===== config.mk =====
export PLATFORM = sky130hd
export DESIGN_NAME = seq_mult_mem_top_flat
export DESIGN_NICKNAME = d
export VERILOG_FILES = /design/src/rtl/seq_mult_mem_top_if.sv /design/src/rtl/seq_mult_mem_top.sv /design/src/flat_wrapper.sv
export SDC_FILE = /design/constraint.sdc
export NUM_CORES = 1
export LEC_CHECK = 0
export ABC_AREA = 1
export ABC_CLOCK_PERIOD_IN_PS = 2800
export BUFFER_PORTS_ARGS = -buffer_cell sky130_fd_sc_hd__buf_2
export CAP_MARGIN = 20
export CORE_ASPECT_RATIO = 1.2
export CORE_MARGIN = 2
export CORE_UTILIZATION = 25
export CTS_CLUSTER_DIAMETER = 80
export DETAILED_ROUTE_END_ITERATION = 16
export SYNTH_ARGS = -nofsm -noshare
export SYNTH_HDL_FRONTEND = slang
export SYNTH_SLANG_ARGS = --single-unit

===== constraint.sdc =====
create_clock -name clk -period 2.8 [get_ports clk]
set_input_delay 0.28 -clock clk [delete_from_list [all_inputs] [get_ports clk]]
set_output_delay 0.28 -clock clk [all_outputs]
set_load 0.005 [all_outputs]

===== src/rtl/seq_mult_mem_top_if.sv =====
`default_nettype none
// ============================================================================
// Module   : seq_mult_mem_top_if
// Brief    : Start/busy/done handshake, address and read-port bundle for
//            seq_mult_mem_top.
// Revision : 1.0  initial release
// ============================================================================
interface seq_mult_mem_top_if #(
    parameter int WIDTH  = 4,
    parameter int ADDR_W = 3
);
    logic                  start;
    logic [ADDR_W-1:0]     adr1_r;
    logic [ADDR_W-1:0]     adr2_r;
    logic [ADDR_W-1:0]     adr_ram;
    logic [ADDR_W-1:0]     rd_adr;
    logic [2*WIDTH-1:0]    result;
    logic                  busy;
    logic                  done;
    logic [3:0]            st_out;

    modport master (
        output start, adr1_r, adr2_r, adr_ram, rd_adr,
        input  result, busy, done, st_out
    );

    modport slave (
        input  start, adr1_r, adr2_r, adr_ram, rd_adr,
        output result, busy, done, st_out
    );
endinterface
`default_nettype wire


===== src/rtl/seq_mult_mem_top.sv =====
`default_nettype none
// ============================================================================
// Module   : seq_mult_mem_top
// Brief    : ROM-fed sequential shift-add multiplier writing products to RAM,
//            with a registered read port. Optional MULT_SIGNED_EN macro
//            selects two's complement operands and product.
// Revision : 1.0  initial release
// ============================================================================
module seq_mult_mem_top #(
    parameter int WIDTH  = 4,
    parameter int ADDR_W = 3
) (
    input  logic              clk,
    input  logic              rst,
    seq_mult_mem_top_if.slave bus
);
    localparam int c_DEPTH = 2 ** ADDR_W;
    localparam int c_CNT_W = (WIDTH > 1) ? $clog2(WIDTH) : 1;
    localparam logic [c_CNT_W-1:0] c_LAST = c_CNT_W'(WIDTH - 1);

    typedef enum logic [3:0] {
        S_IDLE  = 4'd0,
        S_FETCH = 4'd1,
        S_MULT  = 4'd2,
        S_WRITE = 4'd3,
        S_DONE  = 4'd4
    } state_t;

    state_t              r_state;
    logic                r_busy;
    logic                r_done;
    logic [ADDR_W-1:0]   r_adr1;
    logic [ADDR_W-1:0]   r_adr2;
    logic [ADDR_W-1:0]   r_adr_wr;
    logic [WIDTH-1:0]    r_a;
    logic [WIDTH-1:0]    r_b;
    logic [2*WIDTH-1:0]  r_acc;
    logic [c_CNT_W-1:0]  r_cnt;
    logic [2*WIDTH-1:0]  r_ram [c_DEPTH];
    logic [2*WIDTH-1:0]  r_result;

    logic [WIDTH-1:0]    w_rom_a;
    logic [WIDTH-1:0]    w_rom_b;
    logic [WIDTH-1:0]    w_op_a;
    logic [WIDTH-1:0]    w_op_b;
    logic [2*WIDTH-1:0]  w_wr_data;
    logic                w_wr_en;

    // Constant operand ROM: rom[a] = (3*a + 1) mod 2**WIDTH
    function automatic logic [WIDTH-1:0] f_rom(input logic [ADDR_W-1:0] adr);
        return WIDTH'(32'(adr) * 32'd3 + 32'd1);
    endfunction

    assign w_rom_a = f_rom(r_adr1);
    assign w_rom_b = f_rom(r_adr2);
    assign w_wr_en = (r_state == S_WRITE);

`ifdef MULT_SIGNED_EN
    logic r_neg;
    // Magnitudes go through the unsigned datapath; the most negative operand
    // maps to 2**(WIDTH-1), which still fits in WIDTH unsigned bits.
    assign w_op_a    = w_rom_a[WIDTH-1] ? (~w_rom_a + WIDTH'(1)) : w_rom_a;
    assign w_op_b    = w_rom_b[WIDTH-1] ? (~w_rom_b + WIDTH'(1)) : w_rom_b;
    assign w_wr_data = r_neg ? (~r_acc + (2*WIDTH)'(1)) : r_acc;
`else
    assign w_op_a    = w_rom_a;
    assign w_op_b    = w_rom_b;
    assign w_wr_data = r_acc;
`endif

    always_ff @(posedge clk) begin
        if (rst) begin
            r_state  <= S_IDLE;
            r_busy   <= 1'b0;
            r_done   <= 1'b0;
            r_adr1   <= '0;
            r_adr2   <= '0;
            r_adr_wr <= '0;
            r_a      <= '0;
            r_b      <= '0;
            r_acc    <= '0;
            r_cnt    <= '0;
`ifdef MULT_SIGNED_EN
            r_neg    <= 1'b0;
`endif
        end else begin
            case (r_state)
                S_IDLE: begin
                    r_done <= 1'b0;
                    if (bus.start) begin
                        r_adr1   <= bus.adr1_r;
                        r_adr2   <= bus.adr2_r;
                        r_adr_wr <= bus.adr_ram;
                        r_busy   <= 1'b1;
                        r_state  <= S_FETCH;
                    end
                end
                S_FETCH: begin
                    r_a     <= w_op_a;
                    r_b     <= w_op_b;
                    r_acc   <= '0;
                    r_cnt   <= '0;
`ifdef MULT_SIGNED_EN
                    r_neg   <= w_rom_a[WIDTH-1] ^ w_rom_b[WIDTH-1];
`endif
                    r_state <= S_MULT;
                end
                S_MULT: begin
                    // Always WIDTH iterations so latency is data independent
                    if (r_b[0]) begin
                        r_acc <= r_acc + ((2*WIDTH)'(r_a) << r_cnt);
                    end
                    r_b   <= r_b >> 1;
                    r_cnt <= r_cnt + c_CNT_W'(1);
                    if (r_cnt == c_LAST) begin
                        r_state <= S_WRITE;
                    end
                end
                S_WRITE: begin
                    r_done  <= 1'b1;
                    r_state <= S_DONE;
                end
                S_DONE: begin
                    r_done  <= 1'b0;
                    r_busy  <= 1'b0;
                    r_state <= S_IDLE;
                end
                default: begin
                    r_done  <= 1'b0;
                    r_busy  <= 1'b0;
                    r_state <= S_IDLE;
                end
            endcase
        end
    end

    // Product RAM; the read samples the pre-write word on a same-address write
    always_ff @(posedge clk) begin
        if (rst) begin
            for (int i = 0; i < c_DEPTH; i++) begin
                r_ram[i] <= '0;
            end
            r_result <= '0;
        end else begin
            if (w_wr_en) begin
                r_ram[r_adr_wr] <= w_wr_data;
            end
            r_result <= r_ram[bus.rd_adr];
        end
    end

    assign bus.result = r_result;
    assign bus.busy   = r_busy;
    assign bus.done   = r_done;
    assign bus.st_out = r_state;

endmodule
`default_nettype wire


===== src/flat_wrapper.sv =====
// flat-port wrapper written by rule: the top's interface ports become plain ports
module seq_mult_mem_top_flat 
#(
    parameter int WIDTH  = 4,
    parameter int ADDR_W = 3
)
  (clk, rst, bus_start, bus_adr1_r, bus_adr2_r, bus_adr_ram, bus_rd_adr, bus_result, bus_busy, bus_done, bus_st_out);
  seq_mult_mem_top_if #(.WIDTH(WIDTH), .ADDR_W(ADDR_W)) bus_i ();
  input  logic clk;
  input  logic rst;
  input wire logic [$bits(bus_i.start)-1:0] bus_start;
  input wire logic [$bits(bus_i.adr1_r)-1:0] bus_adr1_r;
  input wire logic [$bits(bus_i.adr2_r)-1:0] bus_adr2_r;
  input wire logic [$bits(bus_i.adr_ram)-1:0] bus_adr_ram;
  input wire logic [$bits(bus_i.rd_adr)-1:0] bus_rd_adr;
  output wire logic [$bits(bus_i.result)-1:0] bus_result;
  output wire logic [$bits(bus_i.busy)-1:0] bus_busy;
  output wire logic [$bits(bus_i.done)-1:0] bus_done;
  output wire logic [$bits(bus_i.st_out)-1:0] bus_st_out;
  assign bus_i.start = bus_start;
  assign bus_i.adr1_r = bus_adr1_r;
  assign bus_i.adr2_r = bus_adr2_r;
  assign bus_i.adr_ram = bus_adr_ram;
  assign bus_i.rd_adr = bus_rd_adr;
  assign bus_result = bus_i.result;
  assign bus_busy = bus_i.busy;
  assign bus_done = bus_i.done;
  assign bus_st_out = bus_i.st_out;
  seq_mult_mem_top #(.WIDTH(WIDTH), .ADDR_W(ADDR_W)) u_core (.clk(clk), .rst(rst), .bus(bus_i));
endmodule

==> impl_metrics.env, run 1 <==
export IMPL_status="finished, final reports clean"
export IMPL_grt_pass1_vias=3402
export IMPL_drv_cap=0
export IMPL_yosysTopAreaCell="edfxtp_1"
export IMPL_holdCritPathClass="input pin to register"
export IMPL_synthFlopType="edfxtp_1"
export IMPL_crit_fanout=7
export IMPL_drtIter0Drc=230
export IMPL_tns_ps=0
export IMPL_synth_area_leaders="edfxtp_1 (40%), dfxtp_1 (17%), nor2_1 (11%)"
export IMPL_ys_seq_area_share_pct=56.61
export IMPL_grt_pass1_wl_mm=17.66
export IMPL_synth_top_cell_area_share_pct=39.96
export IMPL_max_freq_mhz=490.9
export IMPL_cts_setup_buffers=0
export IMPL_via_per_inst=4.343
export IMPL_dpl_hpwl_mm=7.173
export IMPL_cp_arrival_ps=2260
export IMPL_cellLeakagePower_nw=2.215
export IMPL_startpoint_type="register"
export IMPL_ys_seq_elements=104
export IMPL_gp_congestion=0.8445
export IMPL_fp_dieW_um=130.6
export IMPL_fin_nets=577
export IMPL_grt_overflow_total=0
export IMPL_wl_per_cell_um=13.34
export IMPL_die_h_um=155.9
export IMPL_clock_latency_ps=350
export IMPL_cts_tree="built"
export IMPL_pre_cts_ws_ps=778.0
export IMPL_ios=29
export IMPL_wl_mm=10.81
export IMPL_start_util_pct=25.51
export IMPL_remaining_drc_errors=0
export IMPL_syn_instance_count=524
export IMPL_fin_skew_ps=7.329
export IMPL_yosysMostFrequentCell="nor2_1"
export IMPL_synth_area_per_cell_um2=9.179
export IMPL_hold_viol_final=0
export IMPL_h_tree_depth=3
export IMPL_holdCritStartpoint="bus_adr1_r[1]"
export IMPL_io_buffers=27
export IMPL_setup_viol=0
export IMPL_whs_ps=198.8
export IMPL_synth_warnings=0
export IMPL_power_density_nw_per_um2=646.1
export IMPL_antenna_left=0
export IMPL_num_vias=3518
export IMPL_rsz0062_at_grt="no"
export IMPL_clkTransAtPathRegs_ps=70
export IMPL_synth_common_cells="nor2_1 (137), edfxtp_1 (64), nand2_1 (64)"
export IMPL_synth_edff_count=64
export IMPL_numCtsBuffers=9
export IMPL_slowest_delay_ps=440
export IMPL_area_growth_pct=15.06
export IMPL_drt_pre_antenna_iters=4
export IMPL_coreArea_um2=18860
export IMPL_cts_resized=0
export IMPL_rr_startpoint="u_core.r_cnt[0]"
export IMPL_cpMaxStageDelayCell="fa_1"
export IMPL_crit_path_cell_trace="inv_1, o21ai_0, nor2_1, fa_1, nand3_1, nand3_1, or2_2, nand3_1, a21oi_1"
export IMPL_finalWorstSetupSlack_ps=762.8
export IMPL_grt_max_degree=33
export IMPL_fillers=2014
export IMPL_r2r_slack_ps=760
export IMPL_total_power_w=0.003576
export IMPL_end_kind="register"
export IMPL_clock_path_buffers=2
export IMPL_crit_top_cell="nand3_1"
export IMPL_placementRows=55
export IMPL_reg2reg_to="u_core.r_acc[4]"
export IMPL_grt_usage_pct=11.39
export IMPL_grt_antenna_before_repair=0
export IMPL_r2r_cells=9
export IMPL_slew_viol_final=0
export IMPL_min_path_cells=3
export IMPL_holdPathEnd="u_core.r_adr1[1]"
export IMPL_insertedDiodeCount=0
export IMPL_synthesis_nets=552
export IMPL_cts_root_buf="clkbuf_16"
export IMPL_crit_type="register to register"
export IMPL_die_area_um2=20370
export IMPL_ir_drop_mv=0.3657
export IMPL_cts_hold_buf=0
export IMPL_synth_cell_type_count=32
export IMPL_min_period_ps=2037
export IMPL_cts_sinks=104
export IMPL_cp_required_ps=3030
export IMPL_max_slew_margin_rel_pct=60.23
export IMPL_synthArstFlopShare_pct=0
export IMPL_synth_area_um2=4810
export IMPL_layout_worst_path_cycle_share_pct=72.76
export IMPL_worstMarginPinSlew_ps=594.9
export IMPL_layout_drive_gt1_share_pct=12.64
[cell families after synthesis]
| family | after synthesis | synth area share (%) |
|---|---|---|
| compound gates | 102 | 11.42 |
| buf+inv | 58 | 4.786 |
| other cells | 1 | 0.07797 |
| flops | 104 | 56.61 |
| simple gates | 241 | 22.32 |
| xor+xnor | 4 | 0.7285 |
| mux | 1 | 0.2081 |
| fa+ha+maj | 13 | 3.850 |
[routing by layer]
metal	vias to the layer above	global-route usage [%]	wire length, um
li1	1793	-	-
met1	1632	14.48	4874
met2	83	19.17	5307
met3	10	3.224	506
met4	0	2.584	117
met5	-	0	0
[flip-flops by register name, summed over array words and instances, names as in the netlist]
signal / cells
u_core.bus.busy: 1
u_core.bus.done: 1
u_core.bus.result: 8
u_core.bus.st_out: 3
u_core.r_a: 4
u_core.r_acc: 8
u_core.r_adr1: 3
u_core.r_adr2: 3
u_core.r_adr_wr: 3
u_core.r_b: 4
u_core.r_cnt: 2
u_core.r_ram: 64
[per-stage QoR]
stage / utilization, % / area, um^2 / std cells
floorplan: - / 4810 / 524
global placement: 27.66 / 5215 / 794
detailed placement: 27.66 / 5215 / 794
CTS: 29.35 / 5534 / 810
global route: 29.35 / 5534 / 810
finish: 29.35 / 5534 / 810
[how the worst max path moves through the flow]
stage,endpoint,start,slack (ps)
after floorplan,u_core.r_acc[4],u_core.r_cnt[0],920
after global placement,u_core.r_acc[4],u_core.r_cnt[0],790
after detailed placement,u_core.r_acc[4],u_core.r_cnt[0],780
after CTS,u_core.r_acc[4],u_core.r_cnt[0],750
after global routing,u_core.r_acc[4],u_core.r_cnt[0],550
final,u_core.r_acc[4],u_core.r_cnt[0],760
[report_power, final]
part	internal, W	leakage (nW)	switching (W)	total, W
logic	0.000155	1.06	0.000318	0.000473
registers	0.00172	0.989	0.0000571	0.00177
clock network	0.000764	0.162	0.000564	0.00133
[layout make-up]
| cell class | instances | area (um^2) | area share [%] |
|---|---|---|---|
| well taps | 256 | 320.3 | 5.788 |
| repair buffers | 30 | 157.7 | 2.849 |
| multi-input cells | 362 | 1857 | 33.55 |
| flip-flops and latches | 104 | 2723 | 49.20 |
| inverters | 42 | 157.7 | 2.849 |
| clock inverters | 3 | 35.03 | 0.6331 |
| clock buffers | 13 | 284.0 | 5.132 |
[worst max-delay path: cells and delay by family, from the launching register on]
kind / cells / cell delay [ps]
AND/OR/NAND/NOR: 5 / 630
adder cells (fa/ha/maj): 1 / 440
flip-flops: 1 / 430
AO/OA/AOI/OAI: 2 / 270
buffers and inverters: 1 / 140
[layout by cell type, fill, tap and decap left out, drive strengths merged]
cell,count
bufinv,1
o211ai,9
conb,1
nand2,76
buf,30
mux2i,1
o21ai,54
nand4,1
nor4,1
fa,3
ha,10
clkbuf,13
a21o,1
dfxtp,40
nor3,1
nor2,145
or2,1
edfxtp,64
clkinv,2
nor3b,1
o22ai,11
xor2,2
a21oi,27
nand3,15
xnor2,2
inv,42
(Power assumes the default switching activity.)
==> run 2: changes to the inputs <==
ABC_CLOCK_PERIOD_IN_PS = 2029   (was 2800)
clock period = 2.03 ns   (was 2.8 ns; I/O delays follow)
==> run 2 against run 1 <==
  * Flip-flop and latch count unchanged
  * Hold slack got worse by 67 ps
  * Global-route usage decreased by 0.22 points
  * Clock power increased by 28%
  * Core utilization increased by 0.12 points
  * Clock skew decreased by 0.79 ps
  * Cell count increased by 0.49%
  * Wire length decreased by 0.25%
  * Via count decreased by 0.31%
  * Sequential power increased by 38%
  * Critical path depth increased by 1
  * Die area unchanged
==> impl_metrics.env, run 2 (synthesis gave the netlist of run 1 again) <==
export IMPL_holdCritPathClass="input pin to register"
export IMPL_grt_max_degree=33
export IMPL_comb_power_share_pct=14.1
export IMPL_layout_drive_gt1_share_pct=13.62
export IMPL_num_vias=3507
export IMPL_die_area_um2=20370
export IMPL_h_tree_depth=3
export IMPL_internal_power_w=0.003529
export IMPL_wl_mm=10.78
export IMPL_via_per_inst=4.308
export IMPL_cts_tree="built"
export IMPL_fillers=2008
export IMPL_startpoint_type="register"
export IMPL_holdCritStartpoint="bus_adr1_r[0]"
export IMPL_cts_sinks=104
export IMPL_pwr_share_clk_pct=35.2
export IMPL_cp_arrival_ps=2090
export IMPL_clock_path_buffers=2
export IMPL_fin_skew_ps=6.539
export IMPL_total_power_w=0.004817
export IMPL_fin_util_pct=29.47
export IMPL_grt_pass1_vias=3461
export IMPL_remaining_drc_errors=0
export IMPL_power_density_nw_per_um2=866.9
export IMPL_drtIter0Drc=264
export IMPL_coreArea_um2=18860
export IMPL_power_share_sequential_pct=50.7
export IMPL_cellLeakagePower_nw=2.226
export IMPL_postPlaceCellArea_um2=5258
export IMPL_rsz0062_at_grt="yes"
export IMPL_finalWorstSetupSlack_ps=171.7
export IMPL_clkTransAtPathRegs_ps=70
export IMPL_gp_congestion=0.8372
export IMPL_die_h_um=155.9
export IMPL_wl_per_cell_um=13.24
export IMPL_min_period_ps=1858
export IMPL_hold_viol_final=0
export IMPL_area_growth_pct=15.53
export IMPL_drv_cap=0
export IMPL_start_util_pct=25.51
export IMPL_fp_dieW_um=130.6
export IMPL_max_freq_mhz=538.1
export IMPL_design_area_um2=5557
export IMPL_insertedDiodeCount=0
export IMPL_swShare_pct=26.74
export IMPL_drt_pre_antenna_iters=4
export IMPL_grt_antenna_before_repair=0
export IMPL_status="finished, final reports clean"
export IMPL_slew_viol_final=0
export IMPL_grt_usage_pct=11.17
export IMPL_ios=29
export IMPL_grt_pass1_wl_mm=17.68
export IMPL_cts_root_buf="clkbuf_16"
export IMPL_layout_commonest_cell="nor2_1"
export IMPL_layout_worst_path_cycle_share_pct=91.54
export IMPL_placementRows=55
export IMPL_largest_reg_flops=64
export IMPL_fin_nets=581
export IMPL_largest_register="u_core.r_ram"
export IMPL_worstMarginPinSlew_ps=505.7
export IMPL_final_cell_mix="nor2_1 (137), nand2_1 (64), edfxtp_1 (64)"
export IMPL_cp_startpoint="u_core.r_cnt[0]"
export IMPL_rr_startpoint="u_core.r_cnt[0]"
export IMPL_end_kind="register"
export IMPL_setup_viol=0
export IMPL_cp_required_ps=2260
export IMPL_grt_overflow_total=0
export IMPL_max_slew_margin_rel_pct=66.25
export IMPL_io_buffers=27
export IMPL_crit_type="register to register"
export IMPL_cts_hold_buf=0
export IMPL_antenna_left=0
export IMPL_crit_fanout=7
export IMPL_dpl_hpwl_mm=7.327
export IMPL_netSwitchingPower_w=0.001288
export IMPL_pre_cts_ws_ps=135.0
export IMPL_numCtsBuffers=9
export IMPL_ir_drop_mv=0.4536
export IMPL_clock_latency_ps=340
-- run 2: cell types whose count changed in the layout (fill, tap and decap cells not counted), sizes merged --
cell | previous run | this run
bufinv | 1 | 0
clkinvlp | 0 | 1
clkinv | 2 | 4
clkbuf | 13 | 11
buf | 30 | 34
-- run 2: worst max-delay path, cell delays in order (launching register included) --
cell and delay, ps:
dfxtp_1 330, inv_1 100, nand2_1 70, nor2_1 40
ha_1 210, fa_1 410, nand3_1 100, nand3_1 80
or2_2 280, nand3_1 70, a21oi_1 60
-- run 2: worst paths after layout --
check / end / slack, ps / depth (start not counted)
worst max-delay path: u_core.r_acc[4] / 170 / 10
worst min-delay path: u_core.r_adr1[0] / 130 / 3
worst max register to register: u_core.r_acc[4] / 170 / 10
worst min register to register: u_core.bus.done / 460 / 2
-- run 2: timing repair --
action / in CTS / in global routing
gates resized for setup: 0 / 4
endpoints found under the setup margin: 0 / 5
setup buffers: 0 / 0
-- run 2: per-layer routing --
layer | GRT usage (%) | share of wire, %
met1 | 14.47 | 46
met2 | 18.87 | 50
met3 | 2.298 | 3.8
met4 | 2.989 | 0.81
met5 | 0 | 0
-- run 2: layout make-up --
type,instances,area (um^2),share of cell area [%]
multi-input cells,362,1861,33.48
flip-flops and latches,104,2724,49.02
clock inverters,5,30.03,0.5404
inverters,42,157.7,2.837
repair buffers,34,200.2,3.603
clock buffers,11,264.0,4.751
well taps,256,320.3,5.764
-- run 2: power by group through the flow --
| stage | clock network [W] | registers [W] | logic, W |
|---|---|---|---|
| 6_report | 0.00170 | 0.00244 | 0.000678 |
| 5_1_grt | 0.00180 | 0.00246 | 0.000783 |
| 4_1_cts | 0.00172 | 0.00244 | 0.000687 |
| 3_5_place_dp | 0 | 0.00249 | 0.000682 |
| 3_3_place_gp | 0 | 0.00249 | 0.000674 |
| 2_1_floorplan | 0 | 0.00248 | 0.000486 |
-- run 2: metrics by stage --
step | cells | hold WS, ps | setup TNS, ps
finish | 814 | 132.1 | 0
global route | 814 | 131.0 | -7.614
CTS | 814 | 118.5 | 0
detailed placement | 798 | 451.7 | 0
global placement | 798 | 450.5 | 0
floorplan | 524 | 272.1 | 0
==> run 3: changes to the inputs <==
GPL_TIMING_DRIVEN = 0   (was default)
==> run 3 against run 2 <==
  * Core utilization is 0.060 points higher
  * Fmax up 1.1%
  * Setup slack better by 21 ps
  * Clock power about the same
  * Flip-flop and latch count unchanged
  * Total power about the same
  * Sequential share of layout area about the same
  * Wire length decreased by 0.38%
  * Clock skew rose by 0.93 ps
  * First-iteration DRC count decreased by 26%
  * Via count grew 0.40%
  * Final area is 0.20% higher
  * Critical endpoint unchanged
  * Largest power group unchanged
==> impl_metrics.env, run 3 (synthesis gave the netlist of run 1 again) <==
export IMPL_status="finished, final reports clean"
export IMPL_wl_met3_um=457
export IMPL_slew_viol_final=0
export IMPL_power_share_sequential_pct=50.8
export IMPL_comb_power_share_pct=14.3
export IMPL_drtIter0Drc=195
export IMPL_rsz0062_at_grt="no"
export IMPL_crit_path_cell_trace="inv_4, nand2_1, o21ai_1, mux2i_1, ha_1, nand3_1, nand3_1, or2_2, nand3_1, a21oi_1"
export IMPL_numCtsBuffers=9
export IMPL_min_period_ps=1838
export IMPL_fin_nets=591
export IMPL_max_slew_margin_rel_pct=61.44
export IMPL_cpMaxStageDelayCell="dfxtp_4"
export IMPL_fp_dieW_um=130.6
export IMPL_cts_root_buf="clkbuf_16"
export IMPL_hold_viol_final=0
export IMPL_netSwitchingPower_w=0.001316
export IMPL_startpoint_type="register"
export IMPL_via_per_inst=4.273
export IMPL_start_util_pct=25.51
export IMPL_r2r_slack_ps=190
export IMPL_cp_arrival_ps=2050
export IMPL_gp_congestion=0.8130
export IMPL_placementRows=55
export IMPL_worstMarginPinSlew_ps=578.3
export IMPL_wl_met2_mm=5.231
export IMPL_top_layer="met4"
export IMPL_internal_power_w=0.003503
export IMPL_pwr_share_clk_pct=35.0
export IMPL_clkTransAtPathRegs_ps=70
export IMPL_fin_skew_ps=7.468
export IMPL_setup_worst_path_end="u_core.r_acc[4]"
export IMPL_grt_overflow_total=0
export IMPL_total_power_w=0.004819
export IMPL_grt_pass1_vias=3519
export IMPL_drv_cap=0
export IMPL_io_buffers=26
export IMPL_rr_startpoint="u_core.r_cnt[0]"
export IMPL_layout_drive_gt1_share_pct=13.91
export IMPL_grt_pass1_wl_mm=17.61
export IMPL_h_tree_depth=3
export IMPL_instances_no_fill=824
export IMPL_slowest_delay_ps=380
export IMPL_area_growth_pct=15.76
export IMPL_clock_path_buffers=2
export IMPL_ir_drop_mv=0.4986
export IMPL_wl_mm=10.74
export IMPL_layout_commonest_cell="nor2_1"
export IMPL_cp_required_ps=2240
export IMPL_crit_type="register to register"
export IMPL_crit_fanout=7
export IMPL_r2r_cells=10
export IMPL_drt_pre_antenna_iters=4
export IMPL_crit_top_cell="nand3_1"
export IMPL_insertedDiodeCount=0
export IMPL_finalWorstSetupSlack_ps=192.5
export IMPL_fin_util_pct=29.53
export IMPL_die_area_um2=20370
export IMPL_coreArea_um2=18860
export IMPL_cellLeakagePower_nw=2.230
export IMPL_remaining_drc_errors=0
export IMPL_swShare_pct=27.30
export IMPL_grt_max_degree=18
export IMPL_layout_worst_path_cycle_share_pct=90.52
export IMPL_grt_antenna_before_repair=0
export IMPL_cts_sinks=104
export IMPL_power_density_nw_per_um2=865.5
export IMPL_grt_usage_pct=11.24
export IMPL_place_inst=806
export IMPL_max_freq_mhz=544.2
export IMPL_setup_viol=0
export IMPL_ios=29
export IMPL_end_kind="register"
export IMPL_die_h_um=155.9
export IMPL_dpl_hpwl_mm=7.782
export IMPL_reg2reg_to="u_core.r_acc[4]"
export IMPL_routedLengthMet1_mm=4.895
export IMPL_cp_startpoint="u_core.r_cnt[0]"
export IMPL_largest_register="u_core.r_ram"
export IMPL_largest_reg_flops=64
export IMPL_num_vias=3521
export IMPL_clock_latency_ps=350
export IMPL_pre_cts_ws_ps=-104.0
export IMPL_wl_per_cell_um=13.03
export IMPL_holdCritPathClass="input pin to register"
export IMPL_cts_tree="built"
export IMPL_final_cell_mix="nor2_1 (137), nand2_1 (64), edfxtp_1 (64)"
export IMPL_antenna_left=0
[run 3: cell types whose count changed in the layout (fill, tap and decap cells not counted), moves of 2 or more]
cell | before | now
inv_4 | 0 | 2
clkbuf_1 | 0 | 9
buf_4 | 6 | 3
inv_1 | 38 | 36
buf_2 | 27 | 33
[run 3: how the worst min path moves through the flow]
| stage | startpoint | endpoint | slack [ps] | depth (start not counted) |
|---|---|---|---|---|
| floorplan | rst | u_core.r_cnt[1] | 270 | 1 |
| global placement | u_core.bus.done | u_core.bus.done | 430 | 2 |
| detailed placement | u_core.bus.done | u_core.bus.done | 440 | 2 |
| CTS | rst | u_core.r_cnt[1] | 100 | 2 |
| global route | rst | u_core.r_cnt[1] | 110 | 2 |
| finish | rst | u_core.r_cnt[1] | 90 | 2 |
[run 3: critical path: cells and delay by family (launching register included)]
kind	cells	cell delay [ps]
mux	1	220
fa+ha+maj	1	320
compound gates	2	130
simple gates	5	590
buf+inv	1	50
flops	1	380
[run 3: layout make-up]
cell class / count / area [um^2]
sequential: 104 / 2728
clock inverter: 5 / 28.78
buffer: 16 / 72.57
clock buffer: 11 / 254.0
fill: 2003 / 13290
multi-input combinational: 362 / 1859
timing repair buffer: 28 / 145.1
inverter: 42 / 160.2
tap: 256 / 320.3
[run 3: power by group through the flow]
stage | sequential (W) | combinational [W] | clock, W
finish | 0.00245 | 0.000687 | 0.00168
global placement | 0.00249 | 0.000669 | 0
CTS | 0.00245 | 0.000681 | 0.00171
floorplan | 0.00248 | 0.000486 | 0
global route | 0.00246 | 0.000789 | 0.00178
detailed placement | 0.00249 | 0.000676 | 0
[run 3: metal layers]
layer	vias to the layer above	global-route usage, %
met3	11	2.812
met1	1619	14.64
met4	0	3.293
met5	-	0
li1	1820	-
met2	71	18.40
[run 3: through the flow]
step | area, um^2 | setup TNS, ps | hold WS [ps]
after floorplan | 4810 | 0 | 272.1
after global placement | 5260 | -126.2 | 431.1
after detailed placement | 5260 | -133.1 | 436.7
after CTS | 5544 | 0 | 95.70
after global routing | 5568 | 0 | 105.8
final | 5568 | 0 | 92.64
[run 3: repair_timing]
action,in CTS,in global routing
buffers inserted,0,2
hold buffers,0,0
pin swaps,0,1
endpoints found under the setup margin,3,5
gates resized for setup,3,5
